### config.mk
export PLATFORM = sky130hd
export DESIGN_NAME = icb_apb_router
export DESIGN_NICKNAME = d
export VERILOG_FILES = /design/src/rtl/icb_apb_router.sv
export SDC_FILE = /design/constraint.sdc
export NUM_CORES = 1
export LEC_CHECK = 0
export CAP_MARGIN = 20
export CELL_PAD_IN_SITES_DETAIL_PLACEMENT = 1
export CELL_PAD_IN_SITES_GLOBAL_PLACEMENT = 2
export CORE_MARGIN = 2
export CORE_UTILIZATION = 40
export DETAILED_ROUTE_END_ITERATION = 6
export GPL_TIMING_DRIVEN = 1
export PLACE_DENSITY_LB_ADDON = 0.1
export SLEW_MARGIN = 30
export SYNTH_ARGS = -nofsm -noshare
export SYNTH_HDL_FRONTEND = slang
export SYNTH_SLANG_ARGS = --single-unit
### constraint.sdc
create_clock -name clk -period 5.04 [get_ports clk]
set_input_delay 0.504 -clock clk [delete_from_list [all_inputs] [get_ports clk]]
set_output_delay 0.504 -clock clk [all_outputs]
set_load 0.1 [all_outputs]
### src/rtl/icb_apb_router.sv
// icb_apb_router: ICB slave routed by address decode to NUM_APB APB4 masters through an in-order command FIFO.
// Optional APB_TIMEOUT_EN macro adds an ACCESS-phase watchdog that aborts after TIMEOUT wait cycles.
module icb_apb_router #(
  parameter int NUM_APB = 4,
  parameter int AW = 32,
  parameter int DW = 32,
  parameter int CMD_DEPTH = 4,
  parameter int SEL_LSB = 12,
  parameter logic [AW-1:0] ADDR_BASE = AW'(32'h2000_0000),
  parameter int TIMEOUT = 255
) (
  input  logic                  clk,
  input  logic                  rst,
  input  logic                  icb_cmd_valid,
  output logic                  icb_cmd_ready,
  input  logic [AW-1:0]         icb_cmd_addr,
  input  logic                  icb_cmd_read,
  input  logic [DW-1:0]         icb_cmd_wdata,
  input  logic [DW/8-1:0]       icb_cmd_wmask,
  output logic                  icb_rsp_valid,
  input  logic                  icb_rsp_ready,
  output logic [DW-1:0]         icb_rsp_rdata,
  output logic                  icb_rsp_err,
  output logic [NUM_APB-1:0]    apb_psel,
  output logic [NUM_APB-1:0]    apb_penable,
  output logic [AW-1:0]         apb_paddr,
  output logic                  apb_pwrite,
  output logic [DW-1:0]         apb_pwdata,
  output logic [DW/8-1:0]       apb_pstrb,
  input  logic [NUM_APB-1:0]    apb_pready,
  input  logic [NUM_APB*DW-1:0] apb_prdata,
  input  logic [NUM_APB-1:0]    apb_pslverr
);
  localparam int CW = NUM_APB > 1 ? $clog2(NUM_APB) : 1;
  localparam int PW = $clog2(CMD_DEPTH);
  localparam int EW = AW + 1 + DW + DW / 8;
  typedef enum logic [1:0] {IDLE, SETUP, ACCESS, RESP} state_t;
  state_t state, state_nx;
  logic [EW-1:0] mem [CMD_DEPTH];
  logic [PW:0] wp, rp;
  logic full, empty, push, pop, hit, rdy, tmo;
  logic [AW-1:0] h_addr;
  logic h_read;
  logic [DW-1:0] h_wdata;
  logic [DW/8-1:0] h_wmask;
  logic [CW-1:0] h_ch, ch;

  assign full = (wp[PW] != rp[PW]) && (wp[PW-1:0] == rp[PW-1:0]);
  assign empty = wp == rp;
  assign icb_cmd_ready = !full;
  assign push = icb_cmd_valid && !full;
  assign pop = state == IDLE && !empty;
  assign {h_addr, h_read, h_wdata, h_wmask} = mem[rp[PW-1:0]];
  assign h_ch = h_addr[SEL_LSB +: CW];
  assign hit = h_addr[AW-1:SEL_LSB+CW] == ADDR_BASE[AW-1:SEL_LSB+CW] && {1'b0, h_ch} < (CW+1)'(NUM_APB);
  assign rdy = apb_pready[ch];
  assign icb_rsp_valid = state == RESP;
  assign apb_psel = (state == SETUP || state == ACCESS) ? NUM_APB'(1) << ch : '0;
  assign apb_penable = state == ACCESS ? apb_psel : '0;

  always_ff @(posedge clk)
    if (push) mem[wp[PW-1:0]] <= {icb_cmd_addr, icb_cmd_read, icb_cmd_wdata, icb_cmd_wmask};

  always_ff @(posedge clk or posedge rst)
    if (rst) begin
      wp <= '0;
      rp <= '0;
    end else begin
      if (push) wp <= wp + 1'b1;
      if (pop) rp <= rp + 1'b1;
    end

`ifdef APB_TIMEOUT_EN
  localparam int TW = $clog2(TIMEOUT + 1);
  logic [TW-1:0] tcnt;
  // a pready in the same cycle the limit is reached still completes normally
  assign tmo = !rdy && tcnt == TW'(TIMEOUT);
  always_ff @(posedge clk or posedge rst)
    if (rst) tcnt <= '0;
    else if (state == SETUP) tcnt <= '0;
    else if (state == ACCESS && !rdy) tcnt <= tcnt + 1'b1;
`else
  assign tmo = 1'b0;
`endif

  always_comb begin
    state_nx = state;
    case (state)
      IDLE:    state_nx = empty ? IDLE : hit ? SETUP : RESP;
      SETUP:   state_nx = ACCESS;
      ACCESS:  state_nx = (rdy || tmo) ? RESP : ACCESS;
      RESP:    state_nx = icb_rsp_ready ? IDLE : RESP;
      default: state_nx = IDLE;
    endcase
  end

  always_ff @(posedge clk or posedge rst)
    if (rst) begin
      state <= IDLE;
      ch <= '0;
      apb_paddr <= '0;
      apb_pwrite <= 1'b0;
      apb_pwdata <= '0;
      apb_pstrb <= '0;
      icb_rsp_rdata <= '0;
      icb_rsp_err <= 1'b0;
    end else begin
      state <= state_nx;
      if (pop && hit) begin
        ch <= h_ch;
        apb_paddr <= h_addr;
        apb_pwrite <= !h_read;
        apb_pwdata <= h_wdata;
        apb_pstrb <= h_read ? '0 : h_wmask;
      end
      if (pop && !hit) begin
        icb_rsp_rdata <= '0;
        icb_rsp_err <= 1'b1;
      end
      if (state == ACCESS && (rdy || tmo)) begin
        icb_rsp_rdata <= (rdy && !apb_pwrite) ? apb_prdata[int'(ch)*DW +: DW] : '0;
        icb_rsp_err <= rdy ? apb_pslverr[ch] : 1'b1;
      end
    end
endmodule

==> run_results.csv <==
group,metric,value,unit
outcome,status,"complete, no violations",
floorplan,die_x,197,um
critical_path,crit_path_start_kind,"flop",
layout,antennaDiodeCount,0,
logic_synthesis,synth-seq-cells,386,
critical_path,startpoint,"rp[0]",
critical_path,r2r_setup_slack,2130,ps
logic_synthesis,synthDistinctLibCells,44,
place,portBuffers,320,
floorplan,die_y,197,um
timing,relSlewSlack,0.310,
critical_path,cp_max_fo,38,
logic_synthesis,ys_warn_count,0,
critical_path,endpoint_kind,"output pin",
global_routing,grt_max_degree,70,
critical_path,reg2reg_from,"rp[1]",
detailed_routing,vias,8032,
logic_synthesis,async_reset_ff_frac,0.285,
critical_path,cpLargestDelayFamily,"buffers and inverters",
timing,drv_slew,0,
critical_path,crit_path_max_incr_delay,1180,ps
place,dpl.hpwl,25100,um
timing,setup_viol,0,
clock_tree,postCtsHoldBufs,0,
place,gp_congestion,0.769,
layout,final_area,0.0198,mm2
place,dpl_cell_area,0.0185,mm2
hold_path,min_path_type,"in2async",
critical_path,cp_num_buf_inv,1,
critical_path,slowest_stage,"clkdlybuf4s50_1",
logic_synthesis,syn_inst,716,
clock_tree,numClockSinks,386,
floorplan,pin_count,321,
global_routing,grt_usage,0.195,
global_routing,use_met3,0.0512,
clock_tree,cts_tree,"built",
logic_synthesis,mappedNetlistArea,0.0148,mm2
logic_synthesis,synth.avg_cell_area,20.7,um2
critical_path,critPathArrivalTime,3010,ps
timing,worst_pin_slew,1030,ps
layout,most-common-layout-cells,"clkdlybuf4s50_1, edfxtp_1, dfrtp_1",
pwr,p_leak,7.23,nW
global_routing,gr-usage-met2,0.334,
layout,fin_nets,1277,
layout,final_common_cell,"clkdlybuf4s50_1",
logic_synthesis,syn_nets,935,
pwr,ir_worst_vdd,0.340,mV
global_routing,grt_pass1_wl,56300,um
global_routing,grt_use_met1,0.248,
timing,setup_tns,0,ps
detailed_routing,dr.first_iter.drc_count,389,
layout,nFillCells,3353,
clock_tree,worstSkewPairLatency,530,ps
timing,final-hold-violation-count,0,
detailed_routing,firstDrtPassIters,6,
logic_synthesis,synth_edf_count,276,
critical_path,crit_chain,"xnor2_1, nand3b_1, clkdlybuf4s50_1",
clock_tree,htreeDepth,2,
floorplan,die_area,0.0387,mm2
clock_tree,cts_buffers,41,
clock_tree,path_clk_slew,60,ps
layout,drive_above_1_share,0.219,
timing,finalCritPeriodShare,0.697,
clock_tree,clockRootBuffer,"clkbuf_16",
global_routing,busiest_layer,"met2",
global_routing,grt_overflow,0,
floorplan,rows,70,
timing,skew,21.2,ps
timing,rsz0062_at_grt,"false",
clock_tree,cts_resized,0,
layout,syn_to_final_growth,33.5,%
detailed_routing,ant_nets,0,
logic_synthesis,ys.flop_type,"edfxtp_1",
global_routing,antenna_found_initial,1,
critical_path,r2r-end,"apb_pwdata[15]",
pwr,p_per_area,593,mW/mm2
timing,period_minus_slack,3510,ps
detailed_routing,vias_per_cell,5.16,
clock_tree,post_cts_buffers,0,
detailed_routing,drc,0,
clock_tree,cts_buffer_depth,3,
critical_path,worst_ep_required_time,4540,ps
logic_synthesis,ys_seq_area_frac,0.744,
detailed_routing,routed_wl,37400,um
global_routing,grt_pass1_vias,8785,
detailed_routing,post_drt_wl_per_cell,24.0,um
critical_path,r2r.worst_path.cells,8,
run,maxCapViolations,0,
critical_path,critical_path_class,"reg2out",
timing,fmax,285,MHz
floorplan,core-area,0.0366,mm2
floorplan,initial_utilization,0.405,
==> state kept, by name (all words and copies together) (netlist names) <==
name,count
apb_pwrite,1
icb_rsp_rdata,32
state,2
rp,3
mem,276
apb_paddr,32
apb_pwdata,32
wp,3
apb_pstrb,4
icb_rsp_err,1
==> layout make-up <==
type / instances / area, um2 / area share
clock buffers: 61 / 1160 / 0.0587
clock inverters: 14 / 104 / 0.00524
inverters: 8 / 35.0 / 0.00177
multi-input cells: 285 / 3600 / 0.182
flip-flops and latches: 386 / 11100 / 0.558
well taps: 468 / 586 / 0.0296
repair buffers: 336 / 3280 / 0.165
==> synth_stat cells, drive strengths merged, types with 2 or more instances <==
library cell	n	area (um2)
o21ai	4	20.0
nand2	10	37.5
clkbuf	15	57.6
a22o	32	280
and3	5	31.3
ha	10	125
nor3	7	46.3
dfrtp	110	2750
nor3b	5	42.5
a21oi	4	20.0
nor2b	22	138
a211oi	2	15.0
edfxtp	276	8290
mux2	51	574
nor4	12	75.1
nor2	9	33.8
a31oi	2	12.5
and3b	3	26.3
buf	22	136
inv	8	30.0
xnor2	6	52.6
nand3	5	30.0
mux4	85	1910
==> report_power, final <==
group / switching (W) / internal, W / total (W)
Sequential: 0.000414 / 0.00422 / 0.00463
Combinational: 0.00291 / 0.00138 / 0.00430
Clock: 0.00117 / 0.00165 / 0.00282
==> kinds of logic after synthesis <==
| family | Yosys count | synth area share |
|---|---|---|
| AO/OA/AOI/OAI | 49 | 0.0269 |
| AND/OR/NAND/NOR | 82 | 0.0330 |
| adder cells (fa/ha/maj) | 10 | 0.00843 |
| multiplexers | 137 | 0.168 |
| buffers and inverters | 45 | 0.0151 |
| flip-flops | 386 | 0.744 |
| XOR/XNOR | 7 | 0.00413 |
==> worst max path at each step <==
stage	endpoint	slack [ps]	cells past startpoint
6_report	icb_cmd_ready	1530	3
4_1_cts	icb_cmd_ready	1210	3
5_1_grt	icb_cmd_ready	1360	3
2_1_floorplan	apb_penable[1]	790	3
3_5_place_dp	icb_cmd_ready	1780	3
3_3_place_gp	icb_cmd_ready	1790	3
==> routing by layer <==
metal / wire (um) / vias to the layer above
met4: 845 / 2
met2: 18700 / 247
met3: 2560 / 54
li1: - / 3590
met1: 15300 / 4139
met5: 16 / -
==> through the flow <==
stage | hold slack [ps] | cells | worst slack, ps | utilization | total power, W
after global placement | 460 | 1478 | 1790 | 0.507 | 0.00903
final | 464 | 1558 | 1530 | 0.541 | 0.0117
after CTS | 483 | 1555 | 1210 | 0.540 | 0.0119
after floorplan | 462 | 716 | 785 | - | 0.00778
after detailed placement | 469 | 1480 | 1780 | 0.505 | 0.00904
after global routing | 501 | 1558 | 1360 | 0.541 | 0.0123
Power figures use the tool's default switching activity.
